## src/rtl/reg_file_8x8.sv

```systemverilog
// Purpose: 8x8-bit register file with R0 hard-wired zero, write-through read bypass and a pending-write scoreboard.
// Latency: reads are combinational (0 cycles); writes, reservations and busy_cnt update on the next rising edge.
// Backpressure: none; a write-back is accepted every cycle we is high, and issue must honour stall itself.
module reg_file_8x8 #(
    parameter int DATA_W = 8,
    parameter int NREGS  = 8,
    parameter int ADDR_W = 3
) (
    input  logic              clk,
    input  logic              rst,
    input  logic              we,
    input  logic [ADDR_W-1:0] wr_addr,
    input  logic [DATA_W-1:0] wr_data,
    input  logic              resv_en,
    input  logic [ADDR_W-1:0] resv_addr,
    input  logic [ADDR_W-1:0] rd_addr_a,
    output logic [DATA_W-1:0] rd_data_a,
    output logic              rd_busy_a,
    input  logic [ADDR_W-1:0] rd_addr_b,
    output logic [DATA_W-1:0] rd_data_b,
    output logic              rd_busy_b,
    output logic              stall,
    output logic [3:0]        busy_cnt
);

    logic [DATA_W-1:0] regs [NREGS];
    logic [NREGS-1:0]  busy;
    logic [NREGS-1:0]  busy_nxt;
    logic [3:0]        cnt_nxt;
    logic              wr_vld;
    logic              resv_vld;

    // Address 0 is never written nor reserved.
    assign wr_vld   = we && (wr_addr != '0);
    assign resv_vld = resv_en && (resv_addr != '0);

    // Next scoreboard: write-back clears, then reserve sets (newer instruction wins).
    always_comb begin
        busy_nxt = busy;
        if (wr_vld) begin
            busy_nxt[wr_addr] = 1'b0;
        end
        if (resv_vld) begin
            busy_nxt[resv_addr] = 1'b1;
        end
        busy_nxt[0] = 1'b0;
    end

    // Population count of the next scoreboard so busy_cnt tracks busy in the same edge.
    always_comb begin
        cnt_nxt = 4'd0;
        for (int i = 0; i < NREGS; i++) begin
            cnt_nxt = cnt_nxt + 4'(busy_nxt[i]);
        end
    end

    // State update: synchronous active-low reset overrides write and reserve.
    always_ff @(posedge clk) begin
        if (!rst) begin
            for (int i = 0; i < NREGS; i++) begin
                regs[i] <= '0;
            end
            busy     <= '0;
            busy_cnt <= 4'd0;
        end else begin
            if (wr_vld) begin
                regs[wr_addr] <= wr_data;
            end
            busy     <= busy_nxt;
            busy_cnt <= cnt_nxt;
        end
    end

    // Port A read: R0 reads zero, same-cycle write-back bypasses storage and clears the hazard.
    always_comb begin
        rd_data_a = '0;
        rd_busy_a = 1'b0;
        if (rd_addr_a != '0) begin
            if (we && (wr_addr == rd_addr_a)) begin
                rd_data_a = wr_data;
                rd_busy_a = 1'b0;
            end else begin
                rd_data_a = regs[rd_addr_a];
                rd_busy_a = busy[rd_addr_a];
            end
        end
    end

    // Port B read: identical rules to port A.
    always_comb begin
        rd_data_b = '0;
        rd_busy_b = 1'b0;
        if (rd_addr_b != '0) begin
            if (we && (wr_addr == rd_addr_b)) begin
                rd_data_b = wr_data;
                rd_busy_b = 1'b0;
            end else begin
                rd_data_b = regs[rd_addr_b];
                rd_busy_b = busy[rd_addr_b];
            end
        end
    end

    assign stall = rd_busy_a | rd_busy_b;

endmodule

```

## config.mk

```make
export PLATFORM = sky130hd
export DESIGN_NAME = reg_file_8x8
export DESIGN_NICKNAME = d
export VERILOG_FILES = /design/src/rtl/reg_file_8x8.sv
export SDC_FILE = /design/constraint.sdc
export NUM_CORES = 1
export LEC_CHECK = 0
export CAP_MARGIN = 20
export CORE_UTILIZATION = 28
export DETAILED_ROUTE_END_ITERATION = 7
export DONT_BUFFER_PORTS = 1
export PLACE_DENSITY_LB_ADDON = 0.12
export SLEW_MARGIN = 15
export SYNTH_ARGS = -nofsm -noshare
export SYNTH_HDL_FRONTEND = slang
export SYNTH_SLANG_ARGS = --single-unit
```

## constraint.sdc

```tcl
create_clock -name clk -period 4.85 [get_ports clk]
set_input_delay 0.97 -clock clk [delete_from_list [all_inputs] [get_ports clk]]
set_output_delay 0.97 -clock clk [all_outputs]
set_load 0.01 [all_outputs]
```

==> flow_metrics.env, run 1 <==
export IMPL_run_status="finished clean"
export IMPL_tns_ns=0
export IMPL_intPower_w=0.00123
export IMPL_synth_area_um2=4310
export IMPL_track_usage=0.159
export IMPL_fp_coreArea_um2=14800
export IMPL_area_growth_pct=10.5
export IMPL_antenna_found_initial=0
export IMPL_final_util=0.323
export IMPL_wire_per_inst_um=23.2
export IMPL_final_setup_skew_ns=0.000712
export IMPL_slew_viol_final=0
export IMPL_end_kind="register"
export IMPL_postRouteAntennaNets=0
export IMPL_finalNonFillerCells=511
export IMPL_max_stage_delay_ns=0.46
export IMPL_ir_drop_mv=0.162
export IMPL_placedCellCount=494
export IMPL_cts_repair_resize_count=0
export IMPL_clk_pin_slew_ns=0.06
export IMPL_vias_per_cell=5.11
export IMPL_synth_most_common_cell="edfxtp_1"
export IMPL_reg2reg_from="busy[1]$_SDFF_PN0_"
export IMPL_max_slew_margin=0.326
export IMPL_switchingPower_w=0.000375
export IMPL_multi_input_comb_area_um2=2060
export IMPL_synth_top_cell_by_area="edfxtp_1"
export IMPL_grt_max_degree=24
export IMPL_fin_nets=349
export IMPL_max_cap_violations=0
export IMPL_yosysWarnings=0
export IMPL_rsz0062_at_grt="false"
export IMPL_required_ns=5.08
export IMPL_synth_edf_count=64
export IMPL_synthMuxAreaShare=0.221
export IMPL_synth_xor_area_frac=0.0122
export IMPL_synth_area_top_cells="edfxtp_1 (45%), mux4_2 (15%), and2_1 (8.4%)"
export IMPL_route_detailed_drc=0
export IMPL_dp_hpwl_mm=8.23
export IMPL_crit_path_start_kind="input port"
export IMPL_power_frac_seq=0.471
export IMPL_synth_seq_area_share=0.492
export IMPL_port_buffer_count=0
export IMPL_worstPathArrival_ns=3.55
export IMPL_period_share=0.684
export IMPL_worst_path_max_fanout=7
export IMPL_ys_types=41
export IMPL_wirelength_mm=11.8
export IMPL_synth_flop_cell="edfxtp_1"
export IMPL_synth_top_area_share=0.446
export IMPL_gr_total_overflow=0
export IMPL_worst_setup_path_type="input port to register"
export IMPL_cp_slowest_cell="fa_1"
export IMPL_synth_top_family_by_area="multiplexers"
export IMPL_place_area_um2=4460
export IMPL_hold_violations=0
export IMPL_power_share_switching=0.233
export IMPL_post_cts_setup_buffer_count=0
export IMPL_p_clk_frac=0.408
export IMPL_dr_pass1_iters=4
export IMPL_synth_ff_latch_count=74
export IMPL_path_cells="nand2_1, or3_1, a22oi_1, fa_1, inv_1, fa_1, inv_1, fa_1, inv_1, fa_1, and2_1"
export IMPL_place_congestion=0.844
export IMPL_synth_simple_area_share=0.153
export IMPL_drive_gt1_frac=0.178
export IMPL_ios=47
export IMPL_clockBufferDepth=2
export IMPL_clk_latency_ns=0.34
export IMPL_vias=2611
export IMPL_dieArea_um2=15900
export IMPL_power_density_nw_per_um2=337
export IMPL_hp_class="register to register"
export IMPL_start_util=0.292
export IMPL_n_fill_cell=1472
export IMPL_syn_area_per_cell_um2=13.7
export IMPL_cts_sinks=74
export IMPL_cp_common_cell="fa_1"
export IMPL_synth_commonest_cells="edfxtp_1 (64), and2_1 (58), mux4_2 (29)"
export IMPL_grt_pass1_vias=2757
export IMPL_async_reset_ff_frac=0
export IMPL_final_area_um2=4760
export IMPL_synth_adder_area_share=0.0186
export IMPL_timing_reg2reg_setup_slack_ns=2.03
export IMPL_cts_htree_levels=3
export IMPL_hp_start="busy[6]$_SDFF_PN0_"
export IMPL_drt_first_iter_violations=133
export IMPL_p_comb_frac=0.121
export IMPL_root_buffer="clkbuf_16"
export IMPL_seqCellArea_um2=2120
export IMPL_hold_buffers=0
export IMPL_dieHeight_um=126
export IMPL_setup_viol=0
export IMPL_postSynthCellCount=315
export IMPL_maxClockFrequency_mhz=301
export IMPL_min_to="busy[6]$_SDFF_PN0_"
export IMPL_holdPathStages=2
export IMPL_dieWidth_um=126
export IMPL_worst_pin_slew_ns=1.00
export IMPL_cts_tree="yes"
export IMPL_power_leakage_nw=1.69
export IMPL_synth_compound_area_frac=0.0659
export IMPL_fin_crit_ns=3.32
export IMPL_fin_total_pwr_w=0.00161
export IMPL_grt_pass1_wl_mm=17.7
export IMPL_r2r_end="busy_cnt[1]$_SDFF_PN0_"
export IMPL_rows=44
export IMPL_reg2reg_depth=10
export IMPL_cts_buffers=9
## final cells by class
| type | count | area share |
|---|---|---|
| Sequential cell | 74 | 0.446 |
| Multi-Input combinational cell | 226 | 0.433 |
| Clock buffer | 14 | 0.0597 |
| Tap cell | 184 | 0.0484 |
| Timing Repair Buffer | 4 | 0.00578 |
| Inverter | 6 | 0.00473 |
| Clock inverter | 2 | 0.00210 |
| Antenna cell | 1 | 0.000526 |
## worst max-delay path by stage
stage | start | endpoint | slack [ns] | cells past startpoint
after global placement | we | busy_cnt[1]$_SDFF_PN0_ | 1.20 | 11
after global routing | we | busy_cnt[1]$_SDFF_PN0_ | 1.39 | 11
after floorplan | wr_addr[1] | busy_cnt[1]$_SDFF_PN0_ | 1.15 | 12
after detailed placement | we | busy_cnt[1]$_SDFF_PN0_ | 1.16 | 11
final | we | busy_cnt[1]$_SDFF_PN0_ | 1.53 | 11
after CTS | we | busy_cnt[1]$_SDFF_PN0_ | 1.52 | 11
## sequential cells by signal, indices dropped and copies added, names as in the netlist
register  flops
regs         64
busy          7
busy_cnt      3
## logic make-up after synthesis
family                     Yosys count
AOI/OAI and AO/OA                   38
xor gates and xnor gates             6
adders and majority gates            4
buffers and inverters               23
DFF                                 74
muxes                               52
other                                1
and+or+nand+nor                    117
## through the flow
stage | hold slack [ns] | worst slack (ns)
2_1_floorplan | 0.494 | 1.15
3_3_place_gp | 0.578 | 1.20
3_5_place_dp | 0.562 | 1.16
4_1_cts | 0.572 | 1.52
5_1_grt | 0.590 | 1.39
6_report | 0.576 | 1.53
## placed cells by master (no fill, tap or decap), types with 5 or more instances in the layout
master      n
a211oi_1   12
and2_1     58
clkbuf_16   9
conb_1      9
dfxtp_1    10
edfxtp_1   64
inv_1       5
mux2i_1    17
mux4_2     29
nand2_1     8
nor2_1     28
nor2b_1     6
o21ai_0     6
xnor2_1     6
## critical path: cells and delay by family
family	cells	cell delay [ns]
adders and majority gates	4	1.45
and+or+nand+nor	3	0.64
AOI/OAI and AO/OA	1	0.27
buffers and inverters	3	0.22
## power by group through the flow
stage	sequential [W]	combinational, W	clock [W]
2_1_floorplan	0.000761	0.000176	0
5_1_grt	0.000762	0.000211	0.000698
4_1_cts	0.000757	0.000198	0.000672
6_report	0.000757	0.000194	0.000656
3_3_place_gp	0.000769	0.000197	0
3_5_place_dp	0.000770	0.000198	0
## per-layer routing
layer	global-route usage	vias to the layer above	routed length, um
li1	-	1207	-
met1	0.201	1307	5180
met2	0.253	81	5640
met3	0.0463	16	792
met4	0.0673	0	223
met5	0	-	0
(Power assumes the default switching activity.)
==> run 2: changes to the inputs <==
Clock period 4.85 ns to 2.7 ns, I/O delays scaled along.
==> flow_metrics.env, run 2 (synthesis gave the netlist of run 1 again) <==
export IMPL_run_status="finished clean"
export IMPL_crit_path_start_kind="input port"
export IMPL_clockBufferDepth=2
export IMPL_layout_common_cells="edfxtp_1 (64), and2_1 (58), mux4_2 (29), nor2_1 (28), buf_4 (23)"
export IMPL_cp_common_cell="fa_1"
export IMPL_final_common_cell="edfxtp_1"
export IMPL_switchingPower_w=0.000703
export IMPL_worst_setup_path_type="input port to register"
export IMPL_p_comb_frac=0.134
export IMPL_cts_sinks=74
export IMPL_route_detailed_drc=0
export IMPL_final_setup_skew_ns=0.000964
export IMPL_required_ns=2.94
export IMPL_drt_first_iter_violations=142
export IMPL_intPower_w=0.00224
export IMPL_vias_per_cell=5.10
export IMPL_max_slew_margin=0.496
export IMPL_postRouteAntennaNets=0
export IMPL_end_kind="register"
export IMPL_vias=2700
export IMPL_period_share=0.987
export IMPL_rows=44
export IMPL_grt_pass1_wl_mm=18.5
export IMPL_fin_nets=368
export IMPL_slew_viol_final=0
export IMPL_tns_ns=0
export IMPL_fin_crit_ns=2.67
export IMPL_startpoint="wr_addr[1]"
export IMPL_setup_viol=0
export IMPL_cp_slowest_cell="fa_1"
export IMPL_dp_hpwl_mm=8.28
export IMPL_reg2reg_from="busy[2]$_SDFF_PN0_"
export IMPL_clk_pin_slew_ns=0.05
export IMPL_antenna_found_initial=1
export IMPL_grt_util_met1=0.205
export IMPL_grt_max_degree=24
export IMPL_worstPathArrival_ns=2.90
export IMPL_power_leakage_nw=1.79
export IMPL_power_frac_seq=0.462
export IMPL_power_share_switching=0.239
export IMPL_drive_gt1_frac=0.264
export IMPL_port_buffer_count=0
export IMPL_cts_buffers=9
export IMPL_hp_start="rst"
export IMPL_grtUsageMet3=0.0476
export IMPL_gr_usage_met2=0.267
export IMPL_p_clk_frac=0.404
export IMPL_gr_total_overflow=0
export IMPL_timing_reg2reg_setup_slack_ns=0.05
export IMPL_path_cells="or3_4, a22oi_2, fa_1, inv_1, fa_1, inv_2, fa_2, inv_2, fa_1, and2_1"
export IMPL_cts_htree_levels=3
export IMPL_dieHeight_um=126
export IMPL_place_congestion=0.816
export IMPL_grt_busiest_layer="met2"
export IMPL_start_util=0.292
export IMPL_clk_latency_ns=0.34
export IMPL_grt_pass1_vias=2959
export IMPL_cts_tree="yes"
export IMPL_root_buffer="clkbuf_16"
export IMPL_n_fill_cell=1447
export IMPL_regMostFlops="regs"
export IMPL_final_area_um2=4960
export IMPL_hold_violations=0
export IMPL_power_density_nw_per_um2=593
export IMPL_worst_path_max_fanout=8
export IMPL_max_cap_violations=0
export IMPL_fp_coreArea_um2=14800
export IMPL_wire_per_inst_um=23.1
export IMPL_top_regs="regs x64, busy x7, busy_cnt x3"
export IMPL_place_area_um2=4630
export IMPL_largest_reg_flops=64
export IMPL_dr_pass1_iters=4
export IMPL_area_growth_pct=15.0
export IMPL_hp_class="input port to register"
export IMPL_rsz0062_at_grt="true"
export IMPL_antenna_cells=0
export IMPL_worst_pin_slew_ns=0.754
export IMPL_wirelength_mm=12.2
export IMPL_dieArea_um2=15900
export IMPL_maxClockFrequency_mhz=375
export IMPL_dieWidth_um=126
export IMPL_ir_drop_mv=0.301
export IMPL_ios=47
export IMPL_max_stage_delay_ns=0.42
export IMPL_track_usage=0.164
-- run 2: per-layer routing --
| layer | vias to the layer above | routed length (um) |
|---|---|---|
| li1 | 1244 | - |
| met1 | 1357 | 5420 |
| met2 | 85 | 5840 |
| met3 | 14 | 724 |
| met4 | 0 | 244 |
| met5 | - | 0 |
-- run 2: metrics by stage --
| step | setup slack (ns) | total power [W] | hold WS, ns | std cells | utilization |
|---|---|---|---|---|---|
| 2_1_floorplan | -0.385 | 0.00169 | 0.494 | 323 | - |
| 3_3_place_gp | -0.361 | 0.00177 | 0.538 | 512 | 0.314 |
| 3_5_place_dp | -0.404 | 0.00177 | 0.556 | 512 | 0.314 |
| 4_1_cts | 0.00310 | 0.00297 | 0.310 | 529 | 0.335 |
| 5_1_grt | -0.0161 | 0.00305 | 0.324 | 529 | 0.336 |
| 6_report | 0.0345 | 0.00294 | 0.320 | 529 | 0.336 |
-- run 2: critical path, delay by kind of cell --
family | cells | cell delay, ns
simple gates | 2 | 0.53
compound gates | 1 | 0.19
fa+ha+maj | 4 | 1.45
buf+inv | 3 | 0.19
-- run 2: path summary, 6_finish.rpt --
kind	endpoint	depth (start not counted)
worst min-delay path	busy_cnt[2]$_SDFF_PN0_	1
worst min register to register	busy[7]$_SDFF_PN0_	2
worst max register to register	busy_cnt[1]$_SDFF_PN0_	10
worst max-delay path	busy_cnt[1]$_SDFF_PN0_	10
-- run 2: what timing repair did --
item / 4_1_cts / 5_1_grt
endpoints found under the setup margin: 1 / 2
hold buffers: 0 / 0
pin swaps: 5 / 1
resized for setup: 8 / 3
buffers inserted: 1 / 0
-- run 2: power by group through the flow --
stage | clock, W | sequential, W | combinational (W)
finish | 0.00119 | 0.00136 | 0.000393
global route | 0.00126 | 0.00137 | 0.000422
CTS | 0.00121 | 0.00136 | 0.000398
detailed placement | 0 | 0.00138 | 0.000392
global placement | 0 | 0.00138 | 0.000390
floorplan | 0 | 0.00137 | 0.000323
-- run 2: final cells by class --
class,instances,area [um2],area share
flip-flops and latches,74,2130,0.429
multi-input cells,226,2120,0.427
clock buffers,11,233,0.0470
well taps,184,230,0.0465
repair buffers,23,173,0.0348
clock inverters,5,55.1,0.0111
inverters,6,22.5,0.00454
